===== src/rtl/rv_tb_pkg.sv =====
// Shared types for the rv_run_ctrl run controller and writeback checker.
// Holds the FSM state enum, the expected-writeback entry and the error cap.
package rv_tb_pkg;

    localparam int PKG_XLEN = 32;

    localparam logic [7:0] ERR_SAT = 8'hFF;

    typedef enum logic [2:0] {
        S_IDLE,
        S_HOLD,
        S_RUN,
        S_DRAIN,
        S_DUMP,
        S_DONE
    } run_state_e;

    typedef struct packed {
        logic [4:0]          a;
        logic [PKG_XLEN-1:0] d;
    } exp_entry_t;

endpackage


===== src/rtl/rv_run_ctrl_if.sv =====
// Bundle between a host/bench (master) and rv_run_ctrl (slave).
// Ports: start/stop_pc/exp_cnt run control, pc_in + wb_* core side,
// exp_* table write port, and the status returned by the controller.
interface rv_run_ctrl_if #(
    parameter int XLEN = 32,
    parameter int IW   = 2
);

    logic            start;
    logic [XLEN-1:0] stop_pc;
    logic [XLEN-1:0] pc_in;
    logic            wb_e;
    logic [4:0]      wb_a;
    logic [XLEN-1:0] wb_d;
    logic            exp_we;
    logic [IW-1:0]   exp_idx;
    logic [4:0]      exp_a;
    logic [XLEN-1:0] exp_d;
    logic [IW:0]     exp_cnt;
    logic            core_reset;
    logic            dump;
    logic            busy;
    logic            done;
    logic            pass;
    logic            timed_out;
    logic [7:0]      err_cnt;
    logic [IW:0]     chk_ptr;

    modport master (
        output start, stop_pc, pc_in, wb_e, wb_a, wb_d,
        output exp_we, exp_idx, exp_a, exp_d, exp_cnt,
        input  core_reset, dump, busy, done, pass,
        input  timed_out, err_cnt, chk_ptr
    );

    modport slave (
        input  start, stop_pc, pc_in, wb_e, wb_a, wb_d,
        input  exp_we, exp_idx, exp_a, exp_d, exp_cnt,
        output core_reset, dump, busy, done, pass,
        output timed_out, err_cnt, chk_ptr
    );

endinterface


===== src/rtl/rv_wb_checker.sv =====
// In-order writeback checker: expected table, consume pointer, error count.
// Ports: en/clr from the FSM, tbl_* write port, wb_* stream, counts out.
module rv_wb_checker
    import rv_tb_pkg::*;
#(
    parameter int XLEN = 32,
    parameter int NCHK = 4,
    parameter int IW   = 2
) (
    input  logic            clk,
    input  logic            reset,
    input  logic            en,
    input  logic            clr,
    input  logic            tbl_we,
    input  logic [IW-1:0]   tbl_idx,
    input  logic [4:0]      tbl_a,
    input  logic [XLEN-1:0] tbl_d,
    input  logic [IW:0]     exp_cnt,
    input  logic            wb_e,
    input  logic [4:0]      wb_a,
    input  logic [XLEN-1:0] wb_d,
    output logic [IW:0]     chk_ptr,
    output logic [7:0]      err_cnt,
    output logic [IW:0]     chk_ptr_nxt,
    output logic [7:0]      err_cnt_nxt
);

    exp_entry_t  tbl_q [NCHK];
    exp_entry_t  cur;
    logic [IW:0] ptr_q, ptr_d;
    logic [7:0]  err_q, err_d;
    logic        bad;
    logic        in_range;

    assign in_range = {1'b0, tbl_idx} < (IW+1)'(NCHK);

    always_comb begin
        cur   = tbl_q[ptr_q[IW-1:0]];
        ptr_d = ptr_q;
        err_d = err_q;
        bad   = 1'b0;
        if (clr) begin
            ptr_d = '0;
            err_d = '0;
        end else if (en && wb_e && (wb_a != 5'd0)) begin
            if (ptr_q < exp_cnt) begin
                ptr_d = ptr_q + (IW+1)'(1);
                bad   = (wb_a != cur.a) || (wb_d != cur.d);
            end else begin
                // surplus writeback beyond the table
                bad = 1'b1;
            end
        end
        if (bad && (err_q != ERR_SAT)) begin
            err_d = err_q + 8'd1;
        end
    end

    always_ff @(posedge clk) begin
        if (!reset) begin
            ptr_q <= '0;
            err_q <= '0;
        end else begin
            ptr_q <= ptr_d;
            err_q <= err_d;
        end
    end

    // table contents survive reset on purpose
    always_ff @(posedge clk) begin
        if (tbl_we && in_range) begin
            tbl_q[tbl_idx] <= '{a: tbl_a, d: tbl_d};
        end
    end

    assign chk_ptr     = ptr_q;
    assign err_cnt     = err_q;
    assign chk_ptr_nxt = ptr_d;
    assign err_cnt_nxt = err_d;

endmodule


===== src/rtl/rv_run_ctrl.sv =====
// Run controller: hold core in reset, run to stop_pc or timeout, drain, dump.
// Ports: clk, reset (sync, active-low), bus (rv_run_ctrl_if.slave).
module rv_run_ctrl
    import rv_tb_pkg::*;
#(
    parameter int XLEN     = 32,
    parameter int RST_HOLD = 20,
    parameter int DRAIN    = 4,
    parameter int TIMEOUT  = 2000,
    parameter int NCHK     = 4
) (
    input logic        clk,
    input logic        reset,
    rv_run_ctrl_if.slave bus
);

    localparam int IW     = (NCHK > 1) ? $clog2(NCHK) : 1;
    localparam int MAXC_A = (RST_HOLD > DRAIN) ? RST_HOLD : DRAIN;
    localparam int MAXC   = (MAXC_A > TIMEOUT) ? MAXC_A : TIMEOUT;
    localparam int CW     = (MAXC > 1) ? $clog2(MAXC) : 1;

    localparam logic [CW-1:0] HOLD_LAST  = CW'(RST_HOLD - 1);
    localparam logic [CW-1:0] DRAIN_LAST = CW'((DRAIN > 0) ? DRAIN - 1 : 0);
    localparam logic [CW-1:0] TO_LAST    = CW'(TIMEOUT - 1);

    // with no drain the stop goes straight to the dump cycle
    localparam run_state_e AFTER_RUN = (DRAIN == 0) ? S_DUMP : S_DRAIN;

    run_state_e      state_q, state_d;
    logic [CW-1:0]   cnt_q, cnt_d;
    logic [XLEN-1:0] stop_pc_q, stop_pc_d;
    logic [IW:0]     exp_cnt_q, exp_cnt_d;
    logic            core_reset_q, core_reset_d;
    logic            dump_q, dump_d;
    logic            busy_q, busy_d;
    logic            done_q, done_d;
    logic            pass_q, pass_d;
    logic            timed_out_q, timed_out_d;

    logic        ctl_idle;
    logic        go;
    logic        chk_en;
    logic [IW:0] ptr_nxt;
    logic [7:0]  err_nxt;

    assign ctl_idle = (state_q == S_IDLE) || (state_q == S_DONE);
    assign go       = ctl_idle && bus.start;
    assign chk_en   = (state_q == S_RUN) || (state_q == S_DRAIN) ||
                      (state_q == S_DUMP);

    rv_wb_checker #(
        .XLEN (XLEN),
        .NCHK (NCHK),
        .IW   (IW)
    ) u_chk (
        .clk         (clk),
        .reset       (reset),
        .en          (chk_en),
        .clr         (go),
        .tbl_we      (bus.exp_we && ctl_idle),
        .tbl_idx     (bus.exp_idx),
        .tbl_a       (bus.exp_a),
        .tbl_d       (bus.exp_d),
        .exp_cnt     (exp_cnt_q),
        .wb_e        (bus.wb_e),
        .wb_a        (bus.wb_a),
        .wb_d        (bus.wb_d),
        .chk_ptr     (bus.chk_ptr),
        .err_cnt     (bus.err_cnt),
        .chk_ptr_nxt (ptr_nxt),
        .err_cnt_nxt (err_nxt)
    );

    always_comb begin
        state_d     = state_q;
        cnt_d       = cnt_q;
        stop_pc_d   = stop_pc_q;
        exp_cnt_d   = exp_cnt_q;
        pass_d      = pass_q;
        timed_out_d = timed_out_q;
        unique case (state_q)
            S_IDLE, S_DONE: begin
                if (bus.start) begin
                    state_d     = S_HOLD;
                    cnt_d       = '0;
                    stop_pc_d   = bus.stop_pc;
                    exp_cnt_d   = bus.exp_cnt;
                    pass_d      = 1'b0;
                    timed_out_d = 1'b0;
                end
            end
            S_HOLD: begin
                if (cnt_q == HOLD_LAST) begin
                    state_d = S_RUN;
                    cnt_d   = '0;
                end else begin
                    cnt_d = cnt_q + CW'(1);
                end
            end
            S_RUN: begin
                // stop has priority over a coincident timeout
                if (bus.pc_in >= stop_pc_q) begin
                    state_d = AFTER_RUN;
                    cnt_d   = '0;
                end else if (cnt_q == TO_LAST) begin
                    state_d     = AFTER_RUN;
                    cnt_d       = '0;
                    timed_out_d = 1'b1;
                end else begin
                    cnt_d = cnt_q + CW'(1);
                end
            end
            S_DRAIN: begin
                if (cnt_q == DRAIN_LAST) begin
                    state_d = S_DUMP;
                    cnt_d   = '0;
                end else begin
                    cnt_d = cnt_q + CW'(1);
                end
            end
            S_DUMP: begin
                // next-state counts so a DUMP-cycle writeback is included
                state_d = S_DONE;
                pass_d  = !timed_out_q && (err_nxt == 8'd0) &&
                          (ptr_nxt == exp_cnt_q);
            end
            default: begin
                state_d = S_IDLE;
            end
        endcase
        core_reset_d = (state_d == S_IDLE) || (state_d == S_HOLD) ||
                       (state_d == S_DONE);
        dump_d       = (state_d == S_DUMP);
        busy_d       = (state_d == S_HOLD) || (state_d == S_RUN) ||
                       (state_d == S_DRAIN) || (state_d == S_DUMP);
        done_d       = (state_d == S_DONE);
    end

    always_ff @(posedge clk) begin
        if (!reset) begin
            state_q      <= S_IDLE;
            cnt_q        <= '0;
            stop_pc_q    <= '0;
            exp_cnt_q    <= '0;
            core_reset_q <= 1'b1;
            dump_q       <= 1'b0;
            busy_q       <= 1'b0;
            done_q       <= 1'b0;
            pass_q       <= 1'b0;
            timed_out_q  <= 1'b0;
        end else begin
            state_q      <= state_d;
            cnt_q        <= cnt_d;
            stop_pc_q    <= stop_pc_d;
            exp_cnt_q    <= exp_cnt_d;
            core_reset_q <= core_reset_d;
            dump_q       <= dump_d;
            busy_q       <= busy_d;
            done_q       <= done_d;
            pass_q       <= pass_d;
            timed_out_q  <= timed_out_d;
        end
    end

    assign bus.core_reset = core_reset_q;
    assign bus.dump       = dump_q;
    assign bus.busy       = busy_q;
    assign bus.done       = done_q;
    assign bus.pass       = pass_q;
    assign bus.timed_out  = timed_out_q;

endmodule


===== src/flat_wrapper.sv =====
// flat-port wrapper written by rule: the top's interface ports become plain ports
module rv_run_ctrl_flat import rv_tb_pkg::*;
#(
    parameter int XLEN     = 32,
    parameter int RST_HOLD = 20,
    parameter int DRAIN    = 4,
    parameter int TIMEOUT  = 2000,
    parameter int NCHK     = 4
)
  (clk, reset, bus_start, bus_stop_pc, bus_pc_in, bus_wb_e, bus_wb_a, bus_wb_d, bus_exp_we, bus_exp_idx, bus_exp_a, bus_exp_d, bus_exp_cnt, bus_core_reset, bus_dump, bus_busy, bus_done, bus_pass, bus_timed_out, bus_err_cnt, bus_chk_ptr);
  rv_run_ctrl_if #(.XLEN(XLEN), .IW(2)) bus_i ();
  input logic clk;
  input logic reset;
  input wire logic [$bits(bus_i.start)-1:0] bus_start;
  input wire logic [$bits(bus_i.stop_pc)-1:0] bus_stop_pc;
  input wire logic [$bits(bus_i.pc_in)-1:0] bus_pc_in;
  input wire logic [$bits(bus_i.wb_e)-1:0] bus_wb_e;
  input wire logic [$bits(bus_i.wb_a)-1:0] bus_wb_a;
  input wire logic [$bits(bus_i.wb_d)-1:0] bus_wb_d;
  input wire logic [$bits(bus_i.exp_we)-1:0] bus_exp_we;
  input wire logic [$bits(bus_i.exp_idx)-1:0] bus_exp_idx;
  input wire logic [$bits(bus_i.exp_a)-1:0] bus_exp_a;
  input wire logic [$bits(bus_i.exp_d)-1:0] bus_exp_d;
  input wire logic [$bits(bus_i.exp_cnt)-1:0] bus_exp_cnt;
  output wire logic [$bits(bus_i.core_reset)-1:0] bus_core_reset;
  output wire logic [$bits(bus_i.dump)-1:0] bus_dump;
  output wire logic [$bits(bus_i.busy)-1:0] bus_busy;
  output wire logic [$bits(bus_i.done)-1:0] bus_done;
  output wire logic [$bits(bus_i.pass)-1:0] bus_pass;
  output wire logic [$bits(bus_i.timed_out)-1:0] bus_timed_out;
  output wire logic [$bits(bus_i.err_cnt)-1:0] bus_err_cnt;
  output wire logic [$bits(bus_i.chk_ptr)-1:0] bus_chk_ptr;
  assign bus_i.start = bus_start;
  assign bus_i.stop_pc = bus_stop_pc;
  assign bus_i.pc_in = bus_pc_in;
  assign bus_i.wb_e = bus_wb_e;
  assign bus_i.wb_a = bus_wb_a;
  assign bus_i.wb_d = bus_wb_d;
  assign bus_i.exp_we = bus_exp_we;
  assign bus_i.exp_idx = bus_exp_idx;
  assign bus_i.exp_a = bus_exp_a;
  assign bus_i.exp_d = bus_exp_d;
  assign bus_i.exp_cnt = bus_exp_cnt;
  assign bus_core_reset = bus_i.core_reset;
  assign bus_dump = bus_i.dump;
  assign bus_busy = bus_i.busy;
  assign bus_done = bus_i.done;
  assign bus_pass = bus_i.pass;
  assign bus_timed_out = bus_i.timed_out;
  assign bus_err_cnt = bus_i.err_cnt;
  assign bus_chk_ptr = bus_i.chk_ptr;
  rv_run_ctrl #(.XLEN(XLEN), .RST_HOLD(RST_HOLD), .DRAIN(DRAIN), .TIMEOUT(TIMEOUT), .NCHK(NCHK)) u_core (.clk(clk), .reset(reset), .bus(bus_i));
endmodule

===== config.mk =====
export PLATFORM = sky130hd
export DESIGN_NAME = rv_run_ctrl_flat
export DESIGN_NICKNAME = d
export VERILOG_FILES = /design/src/rtl/rv_tb_pkg.sv /design/src/rtl/rv_run_ctrl_if.sv /design/src/rtl/rv_wb_checker.sv /design/src/rtl/rv_run_ctrl.sv /design/src/flat_wrapper.sv
export SDC_FILE = /design/constraint.sdc
export NUM_CORES = 1
export LEC_CHECK = 0
export ABC_AREA = 1
export CAP_MARGIN = 20
export CORE_MARGIN = 10
export CORE_UTILIZATION = 30
export DETAILED_ROUTE_END_ITERATION = 7
export GPL_TIMING_DRIVEN = 0
export PLACE_DENSITY = 0.6
export SLEW_MARGIN = 20
export SYNTH_ARGS = -nofsm -noshare
export SYNTH_HDL_FRONTEND = slang
export SYNTH_SLANG_ARGS = --single-unit

===== constraint.sdc =====
create_clock -name clk -period 4.1 [get_ports clk]
set_input_delay 1.23 -clock clk [delete_from_list [all_inputs] [get_ports clk]]
set_output_delay 1.23 -clock clk [all_outputs]
set_load 0.05 [all_outputs]

* Word-level counts from Yosys, hierarchy flattened
Memory sizes are Yosys's and may differ from the RTL's. A register that Yosys moved wholly into a read port is not among the register bits.
Index checks and enable logic that the tools add are counted.
** Word-level totals
- Memories :: 1
- Input port bits :: 148
- Memory bits (writable) :: 148
- Output and inout port bits :: 17
- Register bits :: 66
- Word-level logic and storage cells :: 95
** Memory list
- u_core.u_chk.tbl_q :: words 4, width 37, read ports 1, clocked after Yosys merged registers in 1, wr ports 1, line rv_wb_checker.sv:28 : exp_entry_t tbl_q [NCHK];
** Operators by class
- Reduce and logical (&&, ||, !) cells :: 29
- $lt $le $gt $ge :: 2
- $add $sub $neg :: 3
- Equal/unequal tests :: 20
- Multiplexer cells :: 28
** Operators by type and width (number)
- 11-bit two-way mux :: 5
- 11-bit one-hot mux with 4 select lines :: 1
- 32-bit greater-or-equal comparator :: 1
- 32-bit != test :: 1
- 3-bit two-way mux :: 8
- 8-bit two-way mux :: 2
- 3-bit one-hot mux with 5 select lines :: 1
- 3-bit by 2-bit equality test with 1-bit output (second input constant) :: 4
- 3-bit equality test (second input constant) :: 4
- 11-bit by 1-bit adder with 11-bit output (second input constant) :: 1
- 11-bit equality test (second input constant) :: 1
- 11-bit by 2-bit equality test with 1-bit output (second input constant) :: 1
- 11-bit by 5-bit equality test with 1-bit output (second input constant) :: 1
- 1-bit logical OR :: 9
- 8-bit by 1-bit adder with 8-bit output (second input constant) :: 1
- 8-bit logical NOT :: 1
- 1-bit two-way mux :: 8
- 8-bit != test (second input constant) :: 1
- 1-bit logical AND :: 7
- 3-bit by 1-bit equality test with 1-bit output (second input constant) :: 2
- 3-bit logical NOT :: 2
- 2-bit != test (second input constant) :: 3
- 2-bit AND reduction :: 3
- 5-bit != test :: 1
- other kinds (11) :: 13

* Longest topological paths before layout
Gate-level depths: netlist of the first run.
- Depth after elaboration :: 13
- Mapped depth :: 21
- Mapped depth without buffers :: 20

* Hierarchy
From an unflattened synthesis of the first run, not the netlist that was laid out.
** Unflattened totals
- Cell total of the unflattened synthesis :: 1211
- Area, all modules :: 10527.6 um^2
** Modules (own cells, without submodules)
- rv_wb_checker :: area an instance 7390.8 um^2, cells an instance 777, instances 1
- rv_run_ctrl :: area an instance 3136.8 um^2, cells an instance 434, instances 1

* Worst setup path after synthesis of the first run
Ideal clock, no wire load.
- Path type :: input to register
- Start point :: input port bus_exp_we
- End point :: memory u_core.u_chk.tbl_q[0][0] in the netlist's numbering (enable)
- Arrival time :: 3.861 ns
- Cell stages on the path :: 2
- Buffers on the path :: 0
- Library setup time :: 0.478 ns
- Slack :: -0.239 ns
- Cells stage by stage :: nand2_1 > nor3_1
** On the way
- Longest elaborated chain between the ends :: 3
** Ends and longest elaborated chain
- from (decl) :: line flat_wrapper.sv:20 : input wire logic [$bits(bus_i.exp_we)-1:0] bus_exp_we;
- 1-bit logical AND :: line rv_run_ctrl.sv:60 : .tbl_we (bus.exp_we && ctl_idle),
- 1-bit two-way mux :: line rv_wb_checker.sv:71 : if (tbl_we && in_range) begin
- 1-bit two-way mux (implied by the code) :: line rv_wb_checker.sv:72 : tbl_q[tbl_idx] <= '{a: tbl_a, d: tbl_d};
- to (decl) :: line rv_wb_checker.sv:28
Every way passes these cells.

* Worst setup path in the final report of the first run
- Start point :: input port bus_pc_in[1]
- End point :: register u_core.cnt_q[6]
** On the way
- Longest elaborated chain between the ends :: 3
** Ends and longest elaborated chain
- from (decl) :: line flat_wrapper.sv:16 : input wire logic [$bits(bus_i.pc_in)-1:0] bus_pc_in;
- 32-bit greater-or-equal comparator :: line rv_run_ctrl.sv:102 : if (bus.pc_in >= stop_pc_q) begin
- 11-bit two-way mux :: line rv_run_ctrl.sv:102
- 11-bit one-hot mux with 4 select lines :: line rv_run_ctrl.sv:81 : unique case (state_q)
- to (signal assigned) :: line rv_run_ctrl.sv:153 : cnt_q <= cnt_d;
- to (decl) :: line rv_run_ctrl.sv:30 : logic [CW-1:0] cnt_q, cnt_d;
Every way passes these cells.
A chain may end at the register's enable or synchronous reset.

==> results of run 1 <==
-- power breakdown --
group | internal [µW] | switching, µW | leakage, µW
clock | 1230 | 860 | 0.000371
sequential | 2390 | 18.8 | 0.00189
combinational | 243 | 286 | 0.00315
-- synth_stat cells --
cell type / number / share of area
nand2_1: 371 / 0.13
edfxtp_1: 148 / 0.43
nand3_1: 125 / 0.060
inv_1: 104 / 0.038
nor2_1: 90 / 0.033
a21oi_1: 76 / 0.037
dfxtp_1: 66 / 0.13
o21ai_0: 46 / 0.022
ha_1: 37 / 0.045
nand3b_1: 21 / 0.015
nor3_1: 20 / 0.0096
nand4_1: 18 / 0.011
clkbuf_1: 17 / 0.0061
buf_2: 14 / 0.0067
buf_4: 10 / 0.0072
xor2_1: 9 / 0.0076
o211ai_1: 5 / 0.0036
nor4_1: 3 / 0.0018
a211oi_1: 2 / 0.0014
a21o_1: 1 / 0.00072
a31oi_1: 1 / 0.00060
and2_1: 1 / 0.00060
and3_1: 1 / 0.00060
buf_1: 1 / 0.00036
clkinv_1: 1 / 0.00036
inv_2: 1 / 0.00036
o21bai_2: 1 / 0.0011
o221a_2: 1 / 0.0011
o41ai_1: 1 / 0.00084
-- tightest hold or removal path, cell delays in order (launching register included) --
cell	delay (ns)
dfxtp_1	0.29
inv_1	0.06
a21oi_1	0.06
-- sequential cells by signal (all words and copies together) (netlist names), 3 cells and up --
name	flops
u_core.state_q	3
u_core.u_chk.tbl_q	148
u_core.stop_pc_q	32
u_core.exp_cnt_q	3
u_core.cnt_q	11
u_core.u_chk.err_cnt	8
u_core.u_chk.chk_ptr	3
-- per-layer routing --
layer	up-vias	share of wire	track usage
met5	-	0.0015	0
met4	8	0.029	0.0472
met1	4127	0.43	0.180
li1	4437	-	-
met2	266	0.48	0.249
met3	54	0.059	0.0268
-- worst paths after layout --
kind                            depth (start not counted)             endpoint               startpoint  slack (ns)
worst min-delay path                                    2  u_core.stop_pc_q[6]      u_core.stop_pc_q[6]        0.46
worst max register to register                         17      u_core.bus.pass  u_core.u_chk.chk_ptr[1]        0.94
worst min register to register                          2  u_core.stop_pc_q[6]      u_core.stop_pc_q[6]        0.46
worst max-delay path                                   17      u_core.cnt_q[6]             bus_pc_in[1]        0.73
-- cells by family after synthesis --
| kind of cell | count (synthesis) | synth area share |
|---|---|---|
| AND/OR/NAND/NOR | 650 | 0.266 |
| XOR/XNOR | 9 | 0.00759 |
| buffers and inverters | 148 | 0.0588 |
| flip-flops | 214 | 0.555 |
| AO/OA/AOI/OAI | 134 | 0.0682 |
| adder cells (fa/ha/maj) | 37 | 0.0446 |
-- through the flow --
step                      instance area [µm²]   util  TNS, ns  hold slack (ns)  total power [µW]
after floorplan                         10400      -   -35.31            0.433              2700
after global placement                  12600  0.366  -453.65            0.444              2960
after detailed placement                12800  0.372        0            0.452              2980
after CTS                               13500  0.394        0            0.460              5070
after global routing                    13600  0.394        0            0.473              5230
final                                   13600  0.394        0            0.457              5030
-- area by class of cell --
| class | count | area (µm²) | area share |
|---|---|---|---|
| Sequential cell | 214 | 5770 | 0.425 |
| Multi-Input combinational cell | 830 | 4030 | 0.297 |
| Timing Repair Buffer | 184 | 1810 | 0.134 |
| Clock buffer | 30 | 643 | 0.0475 |
| Tap cell | 455 | 569 | 0.0420 |
| Inverter | 106 | 398 | 0.0294 |
| Buffer | 42 | 213 | 0.0157 |
| Clock inverter | 11 | 118 | 0.00868 |
| Antenna cell | 1 | 2.50 | 0.000185 |
==> results.md, run 1 <==
- Status: completed
- 1st-iter DRT viols: roughly 490
- # nets final: 1586
- Most frequent cells in the layout: nand2_1 (371), clkdlybuf4s50_1 (164), edfxtp_1 (148)
- DRC viols: 0
- Remaining antenna violation count: 0
- DIE HEIGHT: 206 µm
- Final wirelength: 31800 µm
- Synth-to-layout area growth: 30.5%
- # hold bufs at CTS: 0
- Die ar.: 42500 µm²
- Family with the most delay on the worst path: simple AND/OR/NAND/NOR gates
- Synthesis Warnings: 0
- Max Slew Vio Count: 0
- Synth Area per Inst: 8.71 µm²
- Postcts setup bufs: 0
- Total gr overflow: 0
- Die W: about 210 µm
- Core area: ~34000 µm²
- Synthesized area: 10400 µm²
- H-tree depth: 1
- Number of port buffers: about 160
- Vias per Instance: about 4.7
- Via count of the first global-routing pass: about 8700
- Initial antenna violation count: 5
- Final min period: ~3.4 ns
- Min-delay worst type: reg2reg
- GP Congestion: approximately 0.88
- Pwr Density: roughly 370 nW/µm²
- Clock Path Buffers: 3
- Slew margin rel.: 0.488
- Crit path arrival time: between 3 and 4 ns
- Final Skew: 0.0229 ns
- Mapped Cells: 1192
- GR Util All Layers: 0.145
- Worst-path clk slew: ~0.060 ns
- Leak: 0.00541 µW
- Final Setup Violations: 0
- Slew @ Worst Pin: approximately 0.77 ns
- Maximum resistive drop on vdd: 279 µV
- I/O pins: around 170
- Filler Cell Count: approximately 3500
- Synth cell types: 29
- Synthesized flop and latch total: roughly 210
- CTS tree: done
- First-pass GRT wire length: 48000 µm
- Layout cells sized above 1: 0.0593
- Row count: between 60 and 70
- Later-pin clock latency in the skew report: around 0.53 ns
- RSZ-0062 raised after global routing: false
- Fin crit share: 0.821
- Vias: roughly 8900
- Max-cap viol count: 0
- CP max stage delay: about 0.4 ns
- HPWL Detailed: between 20000 and 25000 µm
- Mapped Nets: 1377
- Critical path's most frequent cell: nand2_1
- Critical Path RT: roughly 4.5 ns
- Detailed-router iteration count before antenna repair: 5
- Num CTS Buffers: 23
- Wire length per cell: approximately 17 µm
- Cts repair resizes: 0
- Worst path slowest cell: clkdlybuf4s50_1
- Clk sinks: about 210
- Final hold vios: 0
- Final WS setup: 0.733 ns
- Setup slack at placement: between 0.2 and 0.25 ns
- Worst-path fanout max: 10
- Worst setup EP type: flop
- CP Buf/Inv Count: 3
- Register area share after synthesis: 0.555
- Critical path, cell by cell: clkdlybuf4s50_1 > ha_1 > inv_1 > nor2_1 > nor2_1 > nor3_1 > o21ai_0 > nand2_1 > nand2_1 > nand2_1 > nand2_1 > and3_1 > nand3_1 > nand2_1 > clkbuf_1 > nand4_1 > a21oi_1
- Initial core utilization: 0.302
- Commonest non-fill, non-tap cell in the layout: nand2_1
- Final std cells w/o fill: between 1500 and 2000
- CP Class: in2reg
- DP Cell Count: ~1800
- Worst Setup Start Kind: input pin
- Largest net degree at the start of global routing: 15
- CTS root buf: clkbuf_16
- Peak Freq: between 200 and 300 MHz
No activity file was read; power rests on OpenSTA's default activity.
==> inputs of run 2 (changes only) <==
==> constraint.sdc (replaced) <==
create_clock -name clk -period 2.9 [get_ports clk]
set_input_delay 0.87 -clock clk [delete_from_list [all_inputs] [get_ports clk]]
set_output_delay 0.87 -clock clk [all_outputs]
set_load 0.05 [all_outputs]
==> results.md, run 2 (synthesis results as in run 1) <==
- Initial antenna violation count: 5 (unchanged)
- Final Setup Violations: 0 (unchanged)
- Worst setup EP type: flop
- CTS tree: done
- Leak: 0.00547 µW (+1.1%)
- Reg2reg path depth: 17 (unchanged)
- Most flop-heavy register: u_core.u_chk.tbl_q
- Family with the most delay on the worst path: simple AND/OR/NAND/NOR gates
- Clock Path Buffers: 3 (unchanged)
- Clk sinks: 214 (unchanged)
- Num CTS Buffers: 23 (unchanged)
- Biggest regs: u_core.u_chk.tbl_q (148), u_core.stop_pc_q (32), u_core.cnt_q (11)
- Fin Setup TNS: 0 ns (unchanged)
- Final instance area: 13700 µm² (+1.1%)
- CP max stage delay: 0.42 ns (+0.02 ns)
- Pwr Density: 520 nW/µm² (+40%)
- Die W: 206 µm (unchanged)
- Slew margin rel.: 0.510 (+0.0227)
- Max Slew Vio Count: 0 (unchanged)
- Critical path's most frequent cell: nand3_1
- Status: completed
- Number of port buffers: 164 (unchanged)
- CP Buf/Inv Count: 2 (-1)
- Final hold vios: 0 (unchanged)
- DP Cell Count: 1831 (unchanged)
- R2r endpoint: u_core.bus.pass
- Fin crit share: 0.923
- CTS root buf: clkbuf_16
- H-tree depth: 1 (unchanged)
- Crit path arrival time: 3.06 ns (-0.75 ns)
- DRC viols: 0 (unchanged)
- Worst path slowest cell: clkdlybuf4s50_1
- Worst r2r src: u_core.u_chk.chk_ptr[1]
- Commonest non-fill, non-tap cell in the layout: nand2_1
- Total gr overflow: 0 (unchanged)
- Critical Path RT: 3.28 ns (-1.26 ns)
- Later-pin clock latency in the skew report: 0.54 ns (about the same)
- Via count of the first global-routing pass: 8693 (+0.023%)
- Max-cap viol count: 0 (unchanged)
- # nets final: 1588 (+0.13%)
- Core area: 34400 µm² (unchanged)
- Critical path, cell by cell: clkdlybuf4s50_1 > ha_1 > nand3_1 > nor3_1 > nand3_1 > nor4_2 > nand4_1 > and3_2 > nand3_1 > nand2_1 > buf_6 > o211ai_1 > a21oi_1
- Detailed-router iteration count before antenna repair: 5 (unchanged)
- Die ar.: 42500 µm² (unchanged)
- Worst Setup Start Kind: input pin
- GP Congestion: 0.884 (unchanged)
- CP Class: in2reg
- WHS Path Cells: 2 (unchanged)
- Vias per Instance: 4.75 (about the same)
- Worst-path fanout max: 10 (unchanged)
- Layout cells sized above 1: 0.0740 (+0.0147)
- 1st-iter DRT viols: 490 (+0.41%)
- GR Util All Layers: 0.145 (+0.000205)
- Vias: 8905 (+0.15%)
- Maximum resistive drop on vdd: 398 µV (+42%)
- Row count: 68 (unchanged)
- I/O pins: 165 (unchanged)
- Worst-path clk slew: 0.06 ns (about the same)
- Remaining antenna violation count: 0 (unchanged)
- Min-delay worst type: reg2reg
- Final Skew: 0.0238 ns (+0.000894 ns)
- Initial core utilization: 0.302 (unchanged)
- Wire length per cell: 17.1 µm (+0.35%)
- Reg2Reg Setup Slack: 0.22 ns (-0.72 ns)
- Synth-to-layout area growth: 31.9%
- Final wirelength: 32000 µm (+0.46%)
- Worst Hold End: u_core.stop_pc_q[6]
- DIE HEIGHT: 206 µm (unchanged)
- Filler Cell Count: 3466 (-0.14%)
- Worst hold start: u_core.stop_pc_q[6]
- Placed cell area: 12800 µm² (unchanged)
- First-pass GRT wire length: 48100 µm (+0.13%)
- Final min period: around 2.7 ns
- Peak Freq: 374 MHz
- Most frequent cells in the layout: nand2_1 (369), clkdlybuf4s50_1 (162), edfxtp_1 (148)
- HPWL Detailed: 24600 µm (unchanged)
- Slew @ Worst Pin: 0.730 ns (-0.0352 ns)
- Largest net degree at the start of global routing: 15 (unchanged)
- Max reg flops: 148 (unchanged)
- Final std cells w/o fill: 1875 (+0.11%)
## run 2: changes by cell type in the layout (fill, tap and decap cells not counted), sizes merged
cell	delta
clkdlybuf4s50	-2
dlymetal6s2s	+2
buf	+2
## run 2: worst register-to-register path, delay by kind of cell, from the launching register on
kind | cells | cell delay (ns)
xor gates and xnor gates | 1 | 0.25
AOI/OAI and AO/OA | 1 | 0.27
DFF | 1 | 0.36
buffers and inverters | 3 | 0.57
and+or+nand+nor | 12 | 1.09
## run 2: cell type report
type                       count  area, µm²  share of cell area
multi-input combinational    830       4100               0.299
inverter                     106        398              0.0291
sequential                   214       5770               0.421
tap                          455        569              0.0416
clock inverter                11        118             0.00859
timing repair buffer         186       1830               0.134
antenna                        1       2.50            0.000183
clock buffer                  30        643              0.0470
buffer                        42        262              0.0191
## run 2: metrics by stage
step                      setup WS, ns  utilization  hold slack (ns)  total power (µW)
after CTS                      0.00298        0.395            0.460              7170
after floorplan                  -1.13            -            0.433              3820
after detailed placement        -0.611        0.372            0.452              4220
after global routing          -0.00959        0.398            0.473              7400
after global placement           -4.02        0.366            0.444              4190
final                            0.223        0.398            0.455              7120
## run 2: worst max path at each step
| stage | from | end | slack [ns] | cells after the start |
|---|---|---|---|---|
| 6_report | bus_pc_in[23] | u_core.cnt_q[10] | 0.22 | 13 |
| 5_1_grt | bus_wb_a[2] | u_core.bus.pass | -0.01 | 16 |
| 2_1_floorplan | u_core.state_q[2] | u_core.u_chk.tbl_q[0][0] | -1.13 | 5 |
| 4_1_cts | bus_pc_in[7] | u_core.cnt_q[10] | 0.003 | 15 |
| 3_3_place_gp | bus_exp_we | u_core.u_chk.tbl_q[3][6] | -4.02 | 3 |
| 3_5_place_dp | bus_pc_in[1] | u_core.cnt_q[10] | -0.61 | 17 |
## run 2: metal layers
layer | track usage | wire [µm] | part of all wire
met5 | 0 | 48 | 0.0015
met4 | 0.0459 | 920 | 0.029
met3 | 0.0268 | 1640 | 0.051
met2 | 0.251 | 15500 | 0.49
met1 | 0.180 | 13800 | 0.43
## run 2: what timing repair did
action	CTS	global route
setup buffers	0	2
hold buffers	0	0
pin swaps	0	3
endpoints found under the setup margin	11	30
gates resized for setup	14	29
## run 2: power breakdown
part,switching (µW),internal (µW),total (µW)
sequential,26.6,3380,3400
combinational,410,348,759
clock,1220,1750,2960
total,1660,5470,7120
==> inputs of run 3 (changes only) <==
--- a/config.mk
+++ b/config.mk
@@ -10,9 +10,9 @@
 export CORE_MARGIN = 10
 export CORE_UTILIZATION = 30
 export DETAILED_ROUTE_END_ITERATION = 7
-export GPL_TIMING_DRIVEN = 0
-export PLACE_DENSITY = 0.6
+export PLACE_DENSITY = 0.59
 export SLEW_MARGIN = 20
 export SYNTH_ARGS = -nofsm -noshare
 export SYNTH_HDL_FRONTEND = slang
+export SYNTH_HIERARCHICAL = 1
 export SYNTH_SLANG_ARGS = --single-unit
==> results.md, run 3 <==
- Max-cap viol count: 0 (unchanged)
- Min-delay worst type: reg2reg
- Final std cells w/o fill: 1924 (+2.6%)
- Worst path slowest cell: clkdlybuf4s50_1
- # nets final: 1635 (+3.0%)
- Biggest regs: u_core/u_chk/tbl_q (148), u_core/stop_pc_q (32), u_core/cnt_q (11)
- Crit path arrival time: 3.40 ns (+0.34 ns)
- Final WS setup: -0.0468 ns (-0.270 ns)
- Vias per Instance: 4.60 (-3.2%)
- Later-pin clock latency in the skew report: 0.53 ns (about the same)
- Clock Path Buffers: 3 (unchanged)
- Reg2Reg Setup Slack: -0.04 ns (-0.26 ns)
- Placed cell area: 13400 µm² (+4.5%)
- Maximum resistive drop on vdd: 372 µV (-6.4%)
- Most flop-heavy register: u_core/u_chk/tbl_q
- Vias: 8842 (-0.71%)
- Slew @ Worst Pin: 0.610 ns (-0.120 ns)
- CP Class: in2reg
- Setup slack at placement: -0.629 ns (-0.0182 ns)
- Slew margin rel.: 0.593 (+0.0829)
- Levels on crit path: 17 (+4)
- Register area share after synthesis: 0.548 (-0.00759)
- H-tree depth: 1 (unchanged)
- Die ar.: 43000 µm² (+1.3%)
- Initial core utilization: 0.305 (+0.00268)
- Largest net degree at the start of global routing: 70 (+55)
- Final wirelength: 31000 µm (-3.0%)
- Hold WS: 0.456 ns (+0.00130 ns)
- Clk sinks: 214 (unchanged)
- Synthesized area: 10500 µm² (+1.4%)
- GP Congestion: 0.876 (-0.97%)
- Synth cell types: 39 (+34%)
- DRC viols: 0 (unchanged)
- Routing usage on met2: 0.230 (-0.0201)
- Worst setup EP type: flop
- Synth top area share: 0.422 (-0.00585)
- Critical Path RT: 3.35 ns (+0.07 ns)
- RSZ-0062 raised after global routing: true
- Worst Setup Start Kind: input pin
- Synthesis Warnings: 6 (+6)
- Final min period: 2.95 ns (+0.270 ns)
- Family with the most delay on the worst path: simple AND/OR/NAND/NOR gates
- GR Util All Layers: 0.139 (-0.00646)
- Max reg flops: 148 (unchanged)
- Leak: 0.00600 µW (+9.7%)
- Commonest non-fill, non-tap cell in the layout: nand2_1
- R2r endpoint: u_core/bus.pass
- Cell taking the most area after synthesis: edfxtp_1
- 1st-iter DRT viols: 496 (+1.2%)
- Remaining antenna violation count: 0 (unchanged)
- Mapped Cells: 1211 (+1.6%)
- Via count of the first global-routing pass: 8955 (+3.0%)
- Die W: 207 µm (+0.62%)
- Share of async-settable or async-resettable flops after synthesis: 0 (unchanged)
- Reg2reg path depth: 20 (+3)
- Wire length per cell: 16.1 µm (-5.5%)
- Most frequent cells in the layout: nand2_1 (387), clkdlybuf4s50_1 (160), edfxtp_1 (148)
- Final Setup Violations: 1 (+1)
- Total gr overflow: 0 (unchanged)
- GRT busiest layer: met2
- CTS root buf: clkbuf_16
- Layout cells sized above 1: 0.117 (+0.0432)
- Met1 usage: 0.175 (-0.00467)
- Core area: 34500 µm² (+0.49%)
- Row count: 68 (unchanged)
- Final instance area: 14300 µm² (+4.7%)
- Peak Freq: 339 MHz (-9.2%)
- Initial antenna violation count: 4 (-1)
- DP Cell Count: 1873 (+2.3%)
- I/O pins: 165 (unchanged)
- Commonest cells in the netlist: nand2_1 (393), edfxtp_1 (148), nand3_1 (115), inv_1 (114), nor2_1 (92)
- Synth Area per Inst: 8.69 µm² (-0.20%)
- Worst-path clk slew: 0.06 ns (about the same)
- Num CTS Buffers: 26 (+13%)
- Critical path's most frequent cell: nand2_1
- Worst-path fanout max: 8 (-2)
- Critical Path End: u_core/bus.pass
- Post-synth EDFFs: 148 (unchanged)
- Most numerous cell in the Yosys netlist: nand2_1
- Number of port buffers: 164 (unchanged)
- Filler Cell Count: 3434 (-0.92%)
- DIE HEIGHT: 207 µm (+0.62%)
- Final hold vios: 0 (unchanged)
- Pwr Density: 499 nW/µm² (-4.0%)
- Final Skew: 0.0223 ns (-0.00148 ns)
- Max Slew Vio Count: 0 (unchanged)
- HPWL Detailed: 22300 µm (-9.4%)
- Status: finished with violations
- Mapped Nets: 1396 (+1.4%)
- Failing checks: setup timing
- Synthesized flop and latch total: 214 (unchanged)
- First-pass GRT wire length: 48500 µm (+0.93%)
- Fin crit share: 1.02 (+0.0932)
- Crit. Startpoint: bus_wb_d[27]
- CP max stage delay: 0.52 ns (+0.10 ns)
- Ranking of synthesized cells by area: edfxtp_1 (42%), nand2_1 (14%), dfxtp_1 (13%)
- Worst r2r src: u_core/u_chk/chk_ptr[0]
- Post-synth top flop: edfxtp_1
- GRT met3 Usage: 0.0399 (+0.0131)
- Synth-to-layout area growth: 36.2%
- Critical path, cell by cell: clkdlybuf4s50_1 > inv_1 > nand3_1 > nand2_1 > nor2_2 > nand2_1 > nor2_1 > nand2_2 > o21bai_4 > nand2_1 > nand2_1 > inv_1 > nor4_2 > nand3_1 > nor4_2 > nand2_1 > a21oi_1
- CP Buf/Inv Count: 3 (+1)
- CTS tree: done
- Detailed-router iteration count before antenna repair: 5 (unchanged)
==> run 3: changes by cell type after synthesis, moves of 6 or more <==
cell,before,now
nand2_1,371,393
xor2_1,9,19
inv_1,104,114
buf_2,14,21
nand4_1,18,9
nor3_1,20,10
buf_4,10,4
a21oi_1,76,62
nand3_1,125,115
o21ai_0,46,38
==> run 3: what timing repair did <==
action                     4_1_cts  5_1_grt
setup buffers                    1        1
gates cloned                     1        1
hold buffers                     0        0
setup endpoints to repair        1        1
pin swaps                        7        6
gates resized for setup         21       14
==> run 3: how the worst min path moves through the flow <==
| stage | startpoint | to | slack (ns) | depth (start not counted) |
|---|---|---|---|---|
| global route | u_core/stop_pc_q[27] | u_core/stop_pc_q[27] | 0.47 | 2 |
| floorplan | u_core/stop_pc_q[14] | u_core/stop_pc_q[14] | 0.43 | 2 |
| CTS | u_core/stop_pc_q[7] | u_core/stop_pc_q[7] | 0.46 | 2 |
| detailed placement | u_core/stop_pc_q[7] | u_core/stop_pc_q[7] | 0.45 | 2 |
| finish | u_core/stop_pc_q[7] | u_core/stop_pc_q[7] | 0.46 | 2 |
| global placement | u_core/stop_pc_q[19] | u_core/stop_pc_q[19] | 0.44 | 2 |
==> run 3: cell type report <==
| type | count | area (µm²) | share of cell area |
|---|---|---|---|
| Sequential cell | 214 | 5770 | 0.402 |
| Multi-Input combinational cell | 838 | 4250 | 0.296 |
| Timing Repair Buffer | 251 | 2520 | 0.176 |
| Clock buffer | 31 | 669 | 0.0467 |
| Tap cell | 455 | 569 | 0.0397 |
| Inverter | 119 | 452 | 0.0315 |
| Clock inverter | 15 | 114 | 0.00794 |
| Antenna cell | 1 | 2.50 | 0.000174 |
==> run 3: metrics by stage <==
| stage | util | total power, µW | TNS, ns |
|---|---|---|---|
| after floorplan | - | 3810 | -10.08 |
| after global placement | 0.387 | 4210 | -0.600 |
| after detailed placement | 0.387 | 4230 | -0.629 |
| after CTS | 0.413 | 7260 | 0 |
| after global routing | 0.415 | 7490 | -0.378 |
| final | 0.415 | 7160 | -0.0468 |
==> run 3: per-layer routing <==
metal	vias to the layer above	share of wire	routed length, µm
li1	4477	-	-
met1	4080	0.45	13900
met2	239	0.46	14300
met3	38	0.075	2310
met4	8	0.014	433
met5	-	0.0020	63
==> run 3: kinds of logic (layout without fill, tap and decap cells) <==
| family | Yosys count | in the layout | share of synthesized area |
|---|---|---|---|
| AO/OA/AOI/OAI | 112 | 112 | 0.0567 |
| AND/OR/NAND/NOR | 668 | 668 | 0.273 |
| flip-flops | 214 | 214 | 0.548 |
| buffers and inverters | 159 | 416 | 0.0613 |
| adder cells (fa/ha/maj) | 37 | 37 | 0.0440 |
| XOR/XNOR | 21 | 21 | 0.0175 |
| other | 0 | 1 | 0 |
==> run 3: report_power, final <==
group          internal (µW)  leakage (µW)  switching (µW)  total [µW]
registers               3380       0.00190            27.7        3400
logic                    369       0.00372             394         763
clock network           1730      0.000381            1260        3000
total                   5480       0.00600            1690        7160
==> run 3: worst register-to-register path, stage by stage, from the launching register on <==
cell and delay [ns]:
dfxtp_4 0.40, inv_6 0.09, buf_12 0.16, nand2_1 0.07
nand3_1 0.09, buf_4 0.14, nand3_1 0.08, nand2_2 0.09
nor2_1 0.10, nand3_1 0.09, nor2_2 0.14, nand2_2 0.08
o21bai_4 0.27, nand2_1 0.09, nand2_1 0.09, inv_1 0.06
nor4_2 0.29, nand3_1 0.13, nor4_2 0.24, nand2_1 0.07
a21oi_1 0.11
